### config.mk
export PLATFORM = sky130hd
export DESIGN_NAME = matrix_scan_ctrl
export DESIGN_NICKNAME = d
export VERILOG_FILES = /design/src/rtl/matrix_pkg.sv /design/src/rtl/matrix_tick_gen.sv /design/src/rtl/matrix_scan_ctrl.sv
export SDC_FILE = /design/constraint.sdc
export NUM_CORES = 1
export LEC_CHECK = 0
export BUFFER_PORTS_ARGS = -buffer_cell sky130_fd_sc_hd__clkbuf_2
export CAP_MARGIN = 0
export CORE_ASPECT_RATIO = 1.5
export CORE_UTILIZATION = 35
export DETAILED_ROUTE_END_ITERATION = 7
export PLACE_DENSITY_LB_ADDON = 0.25
export SYNTH_ARGS = -nofsm -noshare
export SYNTH_HDL_FRONTEND = slang
export SYNTH_SLANG_ARGS = --single-unit
export TNS_END_PERCENT = 5
### constraint.sdc
create_clock -name clk -period 3.5 [get_ports clk]
set_input_delay 0.525 -clock clk [delete_from_list [all_inputs] [get_ports clk]]
set_output_delay 0.525 -clock clk [all_outputs]
set_load 0.1 [all_outputs]
### src/rtl/matrix_pkg.sv
// rtl/matrix_pkg.sv - shared types and sizes for the LED matrix scan controller
package matrix_pkg;
  localparam int ROWS = 8;
  localparam int COLS = 8;

  typedef logic [COLS-1:0] row_t;
  typedef logic            color_t;

  typedef enum logic [1:0] {ST_SHIFT, ST_LATCH, ST_DISPLAY} scan_state_t;
endpackage

### src/rtl/matrix_tick_gen.sv
// rtl/matrix_tick_gen.sv - divides clk down to a one-cycle scan tick every CLK_DIV cycles
module matrix_tick_gen #(
  parameter int CLK_DIV = 1350
) (
  input  logic clk,
  input  logic rst_n,
  output logic tick
);
  localparam int CW = (CLK_DIV > 1) ? $clog2(CLK_DIV) : 1;

  logic [CW-1:0] cnt_q, cnt_d;

  assign tick = (cnt_q == CW'(CLK_DIV - 1));

  // Free-running divider; the tick cycle is the last count of each period.
  always_comb begin
    cnt_d = tick ? '0 : cnt_q + CW'(1);
  end

  // Divider register, restarts from zero on reset.
  always_ff @(posedge clk or negedge rst_n) begin
    if (!rst_n) cnt_q <= '0;
    else        cnt_q <= cnt_d;
  end
endmodule

### src/rtl/matrix_scan_ctrl.sv
// rtl/matrix_scan_ctrl.sv - double-buffered 8x8 bicolour matrix scan sequencer
module matrix_scan_ctrl
  import matrix_pkg::*;
#(
  parameter int CLK_DIV    = 1350,
  parameter int HOLD_TICKS = 64
) (
  input  logic       clk,
  input  logic       rst_n,
  input  logic       wr_en,
  input  logic       wr_color,
  input  logic [2:0] wr_row,
  input  logic [7:0] wr_data,
  input  logic       swap_req,
  output logic       swap_ack,
  input  logic       blank,
  output logic       frame_start,
  output logic       mat_ser,
  output logic       col_red,
  output logic       col_green,
  output logic       mat_clock,
  output logic       mat_rclock,
  output logic       mat_clr_n
);
  localparam int HW = (HOLD_TICKS > 1) ? $clog2(HOLD_TICKS) : 1;

  logic tick;

  matrix_tick_gen #(.CLK_DIV(CLK_DIV)) u_tick (
    .clk   (clk),
    .rst_n (rst_n),
    .tick  (tick)
  );

  scan_state_t   state_q, state_d;
  logic [3:0]    slot_q, slot_d;
  logic [2:0]    bit_q, bit_d;
  logic          phase_q, phase_d;
  logic [HW-1:0] hold_q, hold_d;
  logic          front_q, front_d;
  logic          pend_q, pend_d;
  row_t          fb_q [2][2][ROWS];
  row_t          fb_d [2][2][ROWS];
  logic          ser_q, ser_d;
  logic          col_red_q, col_red_d;
  logic          col_green_q, col_green_d;
  logic          mclk_q, mclk_d;
  logic          rclk_q, rclk_d;
  logic          clr_n_q, clr_n_d;
  logic          ack_q, ack_d;
  logic          fs_q, fs_d;
  logic          swap_take;

  // Slot number is {row, colour}: red then green for each row.
  logic [2:0] cur_row;
  color_t     cur_color;
  logic       back_sel;
  assign cur_row   = slot_q[3:1];
  assign cur_color = slot_q[0];
  assign back_sel  = ~front_q;

  // Scan sequencing, swap handshake and back-buffer writes.
  always_comb begin
    state_d     = state_q;
    slot_d      = slot_q;
    bit_d       = bit_q;
    phase_d     = phase_q;
    hold_d      = hold_q;
    front_d     = front_q;
    pend_d      = pend_q;
    fb_d        = fb_q;
    ser_d       = ser_q;
    col_red_d   = col_red_q;
    col_green_d = col_green_q;
    mclk_d      = mclk_q;
    rclk_d      = rclk_q;
    clr_n_d     = 1'b1;
    ack_d       = 1'b0;
    fs_d        = 1'b0;
    swap_take   = 1'b0;

    if (tick) begin
      unique case (state_q)
        ST_SHIFT: begin
          if (!phase_q) begin
            mclk_d      = 1'b0;
            ser_d       = fb_q[front_q][cur_color][cur_row][bit_q];
            col_red_d   = ~(bit_q == cur_row && cur_color == 1'b0 && !blank);
            col_green_d = ~(bit_q == cur_row && cur_color == 1'b1 && !blank);
            fs_d        = (slot_q == 4'd0) && (bit_q == 3'd0);
            phase_d     = 1'b1;
          end else begin
            mclk_d  = 1'b1;
            phase_d = 1'b0;
            if (bit_q == 3'd7) begin
              bit_d   = 3'd0;
              state_d = ST_LATCH;
            end else begin
              bit_d = bit_q + 3'd1;
            end
          end
        end
        ST_LATCH: begin
          mclk_d  = 1'b0;
          rclk_d  = 1'b1;
          hold_d  = '0;
          state_d = ST_DISPLAY;
        end
        ST_DISPLAY: begin
          rclk_d = 1'b0;
          if (hold_q == HW'(HOLD_TICKS - 1)) begin
            slot_d    = slot_q + 4'd1;
            state_d   = ST_SHIFT;
            swap_take = (slot_q == 4'd15) && pend_q;
          end else begin
            hold_d = hold_q + HW'(1);
          end
        end
        default: state_d = ST_SHIFT;
      endcase
    end

    // A request arriving on the swap cycle itself stays pending for the next frame.
    if (swap_take) begin
      front_d = ~front_q;
      ack_d   = 1'b1;
      pend_d  = swap_req;
    end else if (swap_req) begin
      pend_d = 1'b1;
    end

    // Back buffer is chosen from the pre-swap front, so a write on the swap cycle becomes visible.
    if (wr_en) fb_d[back_sel][wr_color][wr_row] = wr_data;
  end

  // All state and registered outputs.
  always_ff @(posedge clk or negedge rst_n) begin
    if (!rst_n) begin
      state_q     <= ST_SHIFT;
      slot_q      <= 4'd0;
      bit_q       <= 3'd0;
      phase_q     <= 1'b0;
      hold_q      <= '0;
      front_q     <= 1'b0;
      pend_q      <= 1'b0;
      fb_q        <= '{default: '0};
      ser_q       <= 1'b0;
      col_red_q   <= 1'b1;
      col_green_q <= 1'b1;
      mclk_q      <= 1'b0;
      rclk_q      <= 1'b0;
      clr_n_q     <= 1'b0;
      ack_q       <= 1'b0;
      fs_q        <= 1'b0;
    end else begin
      state_q     <= state_d;
      slot_q      <= slot_d;
      bit_q       <= bit_d;
      phase_q     <= phase_d;
      hold_q      <= hold_d;
      front_q     <= front_d;
      pend_q      <= pend_d;
      fb_q        <= fb_d;
      ser_q       <= ser_d;
      col_red_q   <= col_red_d;
      col_green_q <= col_green_d;
      mclk_q      <= mclk_d;
      rclk_q      <= rclk_d;
      clr_n_q     <= clr_n_d;
      ack_q       <= ack_d;
      fs_q        <= fs_d;
    end
  end

  assign mat_ser     = ser_q;
  assign col_red     = col_red_q;
  assign col_green   = col_green_q;
  assign mat_clock   = mclk_q;
  assign mat_rclock  = rclk_q;
  assign mat_clr_n   = clr_n_q;
  assign swap_ack    = ack_q;
  assign frame_start = fs_q;
endmodule

# Yosys cells after proc, flatten, opt, wreduce, memory -nomap -nowiden
# Index checks and enable logic that the tools add are counted.
# totals
inputBits	17
word_cells	147
output_inout_bits	8
regBits	293
# classes
eq_ne	11
bitwise	11
add_sub_neg	4
n_reduce_logical	24
n_mux	39
magnitude_cmp	10
# op_table
operator	count
$mux 128	4
$bwmux 256	1
$mux 64	4
$demux 128 s1	1
$demux 64 s1	1
$bmux 8 s3	1
$demux 8 s3	1
$mux 8	3
$mux 1	12
$pmux 6 s2	1
$reduce_and 3->1	4
$add 11x1->11 const B	1
$eq 11x11->1 const B	1
$mux 11	1
$logic_and 1x1->1	9
$ge 2x2->1 const B	4
$ge 4x4->1 const B	2
$ne 2x2->1 const B	4
$not 1->2	4
$not 3->4	2
$add 6x1->6 const B	1
$eq 6x6->1 const B	1
$mux 2	3
$mux 6	1
other kinds (22)	32

# Depth between registers and ports, before layout
# Gate-level depths: netlist of the first run.
# logic_depth
depth_word	12
ltp_mapped	11
mapped_depth_nobuf	8

# Cells and area by module
# Synthesis of the first run repeated with hierarchy kept, for this count alone.
# unflattened
cells_unflattened	919
area_unflattened_um2	13553.0
# by_module_without_submodules
module	area_per_inst_um2	instances	seq_area_each_um2	cells_each
matrix_scan_ctrl	13017.5	1	7059.3	870
matrix_tick_gen	535.5	1	275.3	49

# Worst setup path before layout of the first run
# OpenSTA, ideal clock, no wires.
# synth_path
path_type	in2reg
from	input port wr_en
to	register fb_q[32] (netlist bit)
path_buffers	3
arrival_ns	2.094
setup_ns	0.125
cell_stages	7
required_time_ns	3.375
slack_ns	1.281
path_cell_list	buf_2 > nand2b_1 > buf_2 > or2_2 > clkbuf_1 > nor3b_2 > mux2_2
# synth_rtl
element	line	rtl
start, declared	matrix_scan_ctrl.sv:10	input logic wr_en,
end signal, assigned	matrix_scan_ctrl.sv:146	fb_q <= '{default: '0};
end signal, assigned	matrix_scan_ctrl.sv:163	fb_q <= fb_d;
end, declared	matrix_scan_ctrl.sv:42	row_t fb_q [2][2][ROWS];

# Worst setup path in the final report of the first run
# layout_path
from	register front_q
to	register ser_q (netlist: mat_ser)
# layout_between
elab_chain_cells	12
# layout_lines
element	line	rtl
start, declared	matrix_scan_ctrl.sv:40	logic front_q, front_d;
start signal, assigned	matrix_scan_ctrl.sv:161	front_q <= front_d;
$not 1->2 (not written as such)	matrix_scan_ctrl.sv:87	ser_d = fb_q[front_q][cur_color][cur_row][bit_q];
$mux 128 (not written as such) (3 in a row)	matrix_scan_ctrl.sv:87	
$mux 64 (not written as such) (3 in a row)	matrix_scan_ctrl.sv:87	
$bmux 8 s3	matrix_scan_ctrl.sv:87	
$mux 8 (not written as such) (2 in a row)	matrix_scan_ctrl.sv:87	
$bmux 1 s3	matrix_scan_ctrl.sv:87	
$mux 1 (not written as such)	matrix_scan_ctrl.sv:87	
end signal, assigned	matrix_scan_ctrl.sv:164	ser_q <= ser_d;
end, declared	matrix_scan_ctrl.sv:44	logic ser_q, ser_d;
# No other way between the ends. The select of a mux whose other input is x is not followed.
# A chain may end at the register's enable or synchronous reset.

==> impl_metrics.json, run 1 <==
{
  "status": "finished, final reports clean",
  "grt_pass1_vias": 8737,
  "path_cells": "mux4_1 > mux4_2 > nor2_1 > a311oi_1 > o2111ai_2 > o211ai_1",
  "p_per_area_mw_per_mm2": 493.4,
  "h-tree-depth": 1,
  "synth_edf_count": 0,
  "grt_overflow": 0,
  "cp.required_ns": 3.94,
  "clock_sinks": 293,
  "drc_errors": 0,
  "wl_per_cell_um": 23.11,
  "port_buffers": 24,
  "whs_ns": 0.1723,
  "cts_made_buffers": 29,
  "grt_setup_unrepaired": "no",
  "core_mm2": 0.03920,
  "crit_arrival_ns": 3.22,
  "final_cell_mix": "289 x dfrtp_1, 264 x mux2_2, 42 x nand2_1, 40 x mux2i_1, 38 x mux4_2",
  "start_util_pct": 35.40,
  "cts_tree": "built",
  "ys_async_sr_fraction_pct": 100.0,
  "max_slew_margin_pct": 44.17,
  "crit_path_top_delay_cell": "dfrtp_4",
  "final_common_cell": "dfrtp_1",
  "vias": 8113,
  "ys_seq_elements": 293,
  "end_kind": "register",
  "grt_pass1_wl_um": 54700,
  "antenna_left": 0,
  "clk-insertion-delay-late_ns": 0.56,
  "fin_tns_setup_ns": 0,
  "syn-instance-count": 973,
  "cap_violations": 0,
  "max_slew.worst_pin.slew_ns": 0.8374,
  "hold_violations": 0,
  "vias_per_cell": 5.362,
  "grt_max_degree": 87,
  "min_period_over_period_pct": 79.43,
  "start_kind": "register",
  "cts.reportedPaths.clkPinSlew_ns": 0.07,
  "synth_fp_nets": 1002,
  "final_cells": 1513,
  "clock_skew_ns": 0.01184,
  "dpl.hpwl_um": 23830,
  "dieArea_mm2": 0.04047,
  "crit_fanout": 34,
  "syn_to_final_growth_pct": 11.46,
  "ys_types": 66,
  "gp_congestion": 0.9029,
  "slowest_delay_ns": 0.86,
  "ys_warn_count": 0,
  "cts_buffer_depth": 3,
  "slew_viol_final": 0,
  "critPathKind": "register to register",
  "synth-main-ff-cell": "dfrtp_1",
  "firstDrtPassIters": 5,
  "path_buf_inv": 0,
  "leakagePower_nw": 6.758,
  "grt_usage_pct": 18.18,
  "path_delay_family": "multiplexers",
  "die_w_um": 164.6,
  "antenna_found_initial": 1,
  "drive_gt1_share_pct": 42.59,
  "ctsResizeCount": 0,
  "wl_um": 34970,
  "syn_area_mm2": 0.01388,
  "max_freq_mhz": 359.7,
  "placed_cells": 1458,
  "post_cts_buffers": 0,
  "setup_viol": 0,
  "placementRows": 89,
  "peakVddDrop_v": 0.0003782,
  "fin_crit_ns": 2.780,
  "drt_first_iter_violations": 424,
  "synth_area_per_cell_um2": 14.26,
  "yosysSeqAreaShare_pct": 52.85,
  "die_y_um": 245.9,
  "io-pin-count": 25,
  "hold_path_class": "primary input to register",
  "finalNetCount": 1019,
  "root_buffer": "clkbuf_16",
  "cts-hold-fix-buffers": 1
}
==> worst paths after layout <==
check	cells past startpoint	to	slack, ns	from
worst max-delay path	6	mat_ser$_DFFE_PN0P_	0.72	front_q$_DFFE_PN0P_
worst min-delay path	2	pend_q$_DFFE_PN0P_	0.17	swap_req
max in group asynchronous	3	fb_q[226]$_DFFE_PN0P_	2.03	rst_n
worst max register to register	6	mat_ser$_DFFE_PN0P_	0.72	front_q$_DFFE_PN0P_
min in group asynchronous	2	fb_q[47]$_DFFE_PN0P_	0.55	rst_n
worst min register to register	2	mat_rclock$_DFFE_PN0P_	0.48	mat_rclock$_DFFE_PN0P_
==> synth_stat cells, types with 5 or more instances <==
cell      instances  area, um^2
dfrtp_1         291        7282
nand4_1           6       37.54
mux2_2          264        2973
nor2b_1           5       31.28
nor3_1            8       40.04
xor2_1            8       70.07
mux2i_1          40       400.4
nand2_1          42       157.7
buf_2            13       65.06
a22o_1            8       70.07
o22ai_1           6       37.54
mux4_1            6       157.7
o221ai_1          8       70.07
mux4_2           38       855.8
buf_4             5       37.54
and2_1            6       37.54
o21ai_0          11       55.05
inv_1             9       33.78
a21oi_1           9       45.04
nand3_1          17       85.08
clkbuf_1         37       138.9
nand2b_1          9       56.30
nor2_1           23       86.33
buf_6            11       123.9
nor2_2           10       62.56
xnor2_1           9       78.83
ha_1             12       150.1
==> final cells by class <==
class / count / area, um^2
clock inverters: 5 / 77.57
repair buffers: 55 / 390.4
inverters: 10 / 37.54
clock buffers: 48 / 877.1
fillers: 3663 / 23730
flip-flops and latches: 293 / 7342
well taps: 500 / 625.6
multi-input cells: 601 / 6115
diodes: 1 / 2.502
==> where the power goes <==
part           leakage [nW]  switching [mW]  internal, mW
Clock                 0.464            1.31          1.84
Combinational          2.45           0.277         0.302
Sequential             3.84           0.170          3.73
==> logic make-up (layout without fill, tap and decap cells) <==
family | Yosys count | count (layout) | synth area share [%]
mux | 352 | 352 | 32.26
compound gates | 69 | 69 | 3.850
fa+ha+maj | 12 | 12 | 1.082
buf+inv | 79 | 118 | 3.129
other cells | 1 | 2 | 0.02702
xor+xnor | 17 | 17 | 1.073
flops | 293 | 293 | 52.85
simple gates | 150 | 150 | 5.725
==> per-layer routing <==
layer	track usage, %	up-vias	routed length [um]
met5	0	-	0
met4	6.125	0	997
met3	1.923	54	1060
met2	33.70	141	18970
met1	21.44	4303	13940
li1	-	3615	-
==> stage by stage <==
| stage | worst slack [ns] | power (mW) | cell area, um^2 | utilization, % |
|---|---|---|---|---|
| 2_1_floorplan | 1.281 | 4.300 | 13880 | - |
| 3_3_place_gp | 0.6942 | 4.534 | 14500 | 36.99 |
| 3_5_place_dp | 0.7449 | 4.559 | 14500 | 36.99 |
| 4_1_cts | 0.7422 | 7.744 | 15460 | 39.45 |
| 5_1_grt | 0.6377 | 7.947 | 15470 | 39.46 |
| 6_report | 0.7198 | 7.632 | 15470 | 39.46 |
==> state kept, by name (all words and copies together), names as in the netlist <==
name	flops
fb_q	256
u_tick.cnt_q	11
hold_q	6
slot_q	4
bit_q	3
state_q	2
col_green	1
col_red	1
frame_start	1
front_q	1
mat_clock	1
mat_clr_n	1
mat_rclock	1
mat_ser	1
pend_q	1
phase_q	1
swap_ack	1
(Power assumes the default switching activity.)
==> inputs of run 2 (changes only) <==
==> constraint.sdc (replaced) <==
create_clock -name clk -period 2.55 [get_ports clk]
set_input_delay 0.3825 -clock clk [delete_from_list [all_inputs] [get_ports clk]]
set_output_delay 0.3825 -clock clk [all_outputs]
set_load 0.1 [all_outputs]
==> run 2 against run 1 <==
Die area did not move. Register-to-register slack got worse by 0.61 ns. Largest power group unchanged. Clock power is 47% higher. Highest routed layer unchanged. Power grew 42%.
==> impl_metrics.json, run 2 (synthesis gave the netlist of run 1 again) <==
{
  "placementRows": 89,
  "start_kind": "register",
  "ctsResizeCount": 0,
  "internal_power_mw": 8.383,
  "io-pin-count": 25,
  "setup_viol": 0,
  "cts_made_buffers": 29,
  "clock_sinks": 293,
  "hold_path_class": "primary input to register",
  "drt_first_iter_violations": 498,
  "drive_gt1_share_pct": 45.57,
  "cp.required_ns": 2.99,
  "dpl.hpwl_um": 25090,
  "crit_fanout": 8,
  "hold_violations": 0,
  "crit_arrival_ns": 2.88,
  "finalNetCount": 1067,
  "status": "finished, final reports clean",
  "peakVddDrop_v": 0.0005790,
  "max_slew_margin_pct": 38.29,
  "wl_per_cell_um": 23.12,
  "final_cell_mix": "289 x dfrtp_1, 264 x mux2_2, 63 x buf_4, 42 x nand2_1, 40 x mux2i_1",
  "vias": 8293,
  "max_freq_mhz": 409.1,
  "min_period_over_period_pct": 95.87,
  "design_area_mm2": 0.01607,
  "drc_errors": 0,
  "dpl-instance-area_mm2": 0.01498,
  "antenna_found_initial": 0,
  "leakagePower_nw": 7.091,
  "die_y_um": 245.9,
  "grt_pass1_vias": 8785,
  "grt_max_degree": 74,
  "cts_tree": "built",
  "final_common_cell": "dfrtp_1",
  "gp_congestion": 0.9171,
  "max_slew.worst_pin.slew_ns": 0.9257,
  "top_register": "fb_q",
  "vias_per_cell": 5.316,
  "swShare_pct": 22.67,
  "start_util_pct": 35.40,
  "syn_to_final_growth_pct": 15.80,
  "largest_reg_flops": 256,
  "fin_crit_ns": 2.445,
  "power_frac_comb_pct": 7.7,
  "wl_um": 36070,
  "cts_buffer_depth": 3,
  "grt_setup_unrepaired": "no",
  "grt_usage_pct": 18.66,
  "postLayoutCoreUtil_pct": 41.00,
  "p_per_area_mw_per_mm2": 674.6,
  "cap_violations": 0,
  "grt_overflow": 0,
  "p_switching_mw": 2.457,
  "antenna_left": 0,
  "dieArea_mm2": 0.04047,
  "h-tree-depth": 1,
  "firstDrtPassIters": 5,
  "fin_tns_setup_ns": 0,
  "port_buffers": 24,
  "die_w_um": 164.6,
  "seqPwrFrac_pct": 49.5,
  "root_buffer": "clkbuf_16",
  "clkPwrFrac_pct": 42.8,
  "clk-insertion-delay-late_ns": 0.56,
  "core_mm2": 0.03920,
  "reg_top3": "fb_q: 256 flops, u_tick.cnt_q: 11 flops, hold_q: 6 flops",
  "antenna_cells": 0,
  "clock_skew_ns": 0.01825,
  "slew_viol_final": 0,
  "cts.reportedPaths.clkPinSlew_ns": 0.07,
  "end_kind": "register",
  "critPathKind": "register to register",
  "grt_pass1_wl_um": 55910
}
[run 2: worst paths after layout]
check / startpoint / end / slack, ns / cells past startpoint
max: front_q$_DFFE_PN0P_ / mat_ser$_DFFE_PN0P_ / 0.11 / 9
min: swap_req / pend_q$_DFFE_PN0P_ / 0.03 / 2
max reg2reg: front_q$_DFFE_PN0P_ / mat_ser$_DFFE_PN0P_ / 0.11 / 9
min reg2reg: u_tick.cnt_q[9]$_DFF_PN0_ / u_tick.cnt_q[9]$_DFF_PN0_ / 0.49 / 1
max in group asynchronous: rst_n / fb_q[33]$_DFFE_PN0P_ / 1.34 / 3
min in group asynchronous: rst_n / fb_q[254]$_DFFE_PN0P_ / 0.41 / 2
[run 2: layout make-up]
class / count / area [um^2]
clock inverters: 9 / 173.9
repair buffers: 103 / 913.4
flip-flops and latches: 293 / 7342
well taps: 500 / 625.6
multi-input cells: 601 / 6115
inverters: 10 / 37.54
clock buffers: 44 / 862.1
fillers: 3679 / 23130
[run 2: worst max-delay path: stages (launching register included)]
cell and delay (ns):
dfrtp_4 0.49, buf_12 0.15, buf_4 0.14, buf_12 0.14
mux4_2 0.46, a22o_1 0.27, o311ai_1 0.28, a31oi_1 0.07
nor3_1 0.21, o211ai_1 0.11
[run 2: repair_timing]
action                     in CTS  in global routing
hold endpoints to repair       62                  0
hold buffers                    1                  0
setup buffers                   0                  4
setup endpoints to repair       0                  1
[run 2: power by group through the flow]
stage               combinational [mW]  sequential [mW]  clock [mW]
floorplan                        0.547             5.35           0
global placement                 0.835             5.44           0
detailed placement               0.858             5.45           0
CTS                              0.860             5.37        4.77
global route                     0.916             5.42        4.95
finish                           0.833             5.36        4.64
[run 2: metal layers]
metal	routed length (um)	track usage, %
met5	0	0
met4	917	4.992
met3	966	1.788
met2	20080	35.49
met1	14100	21.84
[run 2: metrics by stage]
stage	hold WS, ns	setup WS (ns)	power (mW)	cells
floorplan	0.08691	0.4145	5.901	973
global placement	0.4312	0.02166	6.271	1502
detailed placement	0.4399	0.02200	6.313	1502
CTS	0.002503	0.002907	10.99	1556
global route	0.03045	0.04515	11.29	1560
finish	0.02899	0.1053	10.84	1560
==> inputs of run 3 (changes only) <==
--- a/config.mk
+++ b/config.mk
@@ -10,7 +10,9 @@
 export CORE_ASPECT_RATIO = 1.5
 export CORE_UTILIZATION = 35
 export DETAILED_ROUTE_END_ITERATION = 7
-export PLACE_DENSITY_LB_ADDON = 0.25
+export PLACE_DENSITY = 0.59
+export REMOVE_ABC_BUFFERS = 1
+export SLEW_MARGIN = 10
 export SYNTH_ARGS = -nofsm -noshare
 export SYNTH_HDL_FRONTEND = slang
 export SYNTH_SLANG_ARGS = --single-unit
==> run 3 against run 2 <==
Worst setup slack got worse by 0.0049 ns. Highest routed layer unchanged. Routed wire length shrank 5.6%. Maximum frequency decreased by 0.20%.
==> impl_metrics.json, run 3 (synthesis gave the netlist of run 1 again) <==
{
  "status": "finished, final reports clean",
  "seqCellArea_mm2": 0.007342,
  "cp.required_ns": 3.00,
  "drive_gt1_share_pct": 44.73,
  "fin_ws_ns": 0.1004,
  "antenna_found_initial": 0,
  "max_slew_margin_pct": 43.99,
  "reg_top3": "fb_q: 256 flops, u_tick.cnt_q: 11 flops, hold_q: 6 flops",
  "dpl.hpwl_um": 23810,
  "min_period_over_period_pct": 96.06,
  "syn_to_final_growth_pct": 14.14,
  "critPathKind": "register to register",
  "gp_congestion": 0.8815,
  "port_buffers": 24,
  "placementRows": 89,
  "postLayoutCoreUtil_pct": 40.41,
  "top_register": "fb_q",
  "hold_path_class": "primary input to register",
  "start_util_pct": 35.40,
  "die_y_um": 245.9,
  "final_common_cell": "dfrtp_1",
  "fillers": 3692,
  "vias_per_cell": 5.317,
  "wl_per_cell_um": 22.05,
  "grt_pass1_vias": 8888,
  "whs_ns": 0.03938,
  "ctsResizeCount": 0,
  "dieArea_mm2": 0.04047,
  "grt_overflow": 0,
  "max_freq_mhz": 408.2,
  "crit_arrival_ns": 2.90,
  "core_mm2": 0.03920,
  "firstDrtPassIters": 5,
  "drt_first_iter_violations": 451,
  "clk-insertion-delay-late_ns": 0.57,
  "peakVddDrop_v": 0.0004592,
  "design_area_mm2": 0.01584,
  "grt_usage_pct": 17.73,
  "detailedPlace.worstSlack_ns": 0.09477,
  "final_cell_mix": "289 x dfrtp_1, 264 x mux2_2, 50 x buf_4, 42 x nand2_1, 40 x mux2i_1",
  "fin_crit_ns": 2.450,
  "p_per_area_mw_per_mm2": 671.4,
  "antenna_left": 0,
  "finalNetCount": 1050,
  "max_slew.worst_pin.slew_ns": 0.8402,
  "grt_pass1_wl_um": 53990,
  "cts_made_buffers": 30,
  "cts.reportedPaths.clkPinSlew_ns": 0.07,
  "drc_errors": 0,
  "end_kind": "register",
  "wl_um": 34040,
  "setup_viol": 0,
  "start_kind": "register",
  "cts_buffer_depth": 3,
  "clock_sinks": 293,
  "crit_fanout": 17,
  "cts_tree": "built",
  "clock_skew_ns": 0.01224,
  "dpl-instance-area_mm2": 0.01481,
  "largest_reg_flops": 256,
  "root_buffer": "clkbuf_16",
  "grt_max_degree": 75,
  "multi_input_comb_area_mm2": 0.006115,
  "io-pin-count": 25,
  "leakagePower_nw": 6.966,
  "hold_violations": 0,
  "cap_violations": 0,
  "antenna_cells": 0,
  "h-tree-depth": 1,
  "grt_setup_unrepaired": "no",
  "vias": 8210,
  "die_w_um": 164.6,
  "slew_viol_final": 0
}
## run 3: timing repair
action / CTS / global route
hold buffers: 1 / 0
buffers inserted: 0 / 2
setup endpoints to repair: 0 / 1
hold endpoints to repair: 63 / 0
## run 3: stage by stage
| stage | power [mW] | setup TNS (ns) | std cells |
|---|---|---|---|
| 2_1_floorplan | 5.853 | -186.54 | 904 |
| 3_3_place_gp | 6.210 | 0 | 1486 |
| 3_5_place_dp | 6.261 | 0 | 1486 |
| 4_1_cts | 10.77 | 0 | 1542 |
| 5_1_grt | 11.06 | 0 | 1544 |
| 6_report | 10.63 | 0 | 1544 |
## run 3: power by group
group	switching, mW	total [mW]	leakage [nW]	internal (mW)
sequential	0.243	5.36	3.84	5.12
clock	1.85	4.47	0.493	2.62
combinational	0.374	0.798	2.63	0.424
## run 3: layer usage
layer  track usage, %  vias to the layer above  wire (um)
met5                0                        -          0
met4            6.665                        0       1127
met3            2.395                       61       1100
met2            32.17                      142      18130
met1            20.94                     4339      13680
li1                 -                     3668          -
## run 3: cell type report
type / count / area share (%)
Tap cell: 500 / 3.950
Inverter: 10 / 0.2370
Clock buffer: 45 / 5.672
Clock inverter: 10 / 0.6636
Multi-Input combinational cell: 601 / 38.61
Sequential cell: 293 / 46.35
Timing Repair Buffer: 85 / 4.519
## run 3: path summary, 6_finish.rpt
kind / from / end / slack (ns) / depth (start not counted)
max in group asynchronous: rst_n / fb_q[210]$_DFFE_PN0P_ / 1.41 / 3
max: slot_q[0]$_DFFE_PN0P_ / mat_ser$_DFFE_PN0P_ / 0.10 / 9
min in group asynchronous: rst_n / fb_q[232]$_DFFE_PN0P_ / 0.38 / 2
max reg2reg: slot_q[0]$_DFFE_PN0P_ / mat_ser$_DFFE_PN0P_ / 0.10 / 9
min reg2reg: mat_rclock$_DFFE_PN0P_ / mat_rclock$_DFFE_PN0P_ / 0.50 / 2
min: swap_req / pend_q$_DFFE_PN0P_ / 0.04 / 2
## run 3: worst max-delay path, stage by stage (launching register included)
cell and delay, ns:
dfrtp_4 0.64, buf_12 0.22, buf_4 0.17, mux2i_1 0.41, o22ai_1 0.16, a211oi_1 0.31
buf_4 0.17, a32oi_1 0.05, o2111ai_2 0.10, o211ai_1 0.10
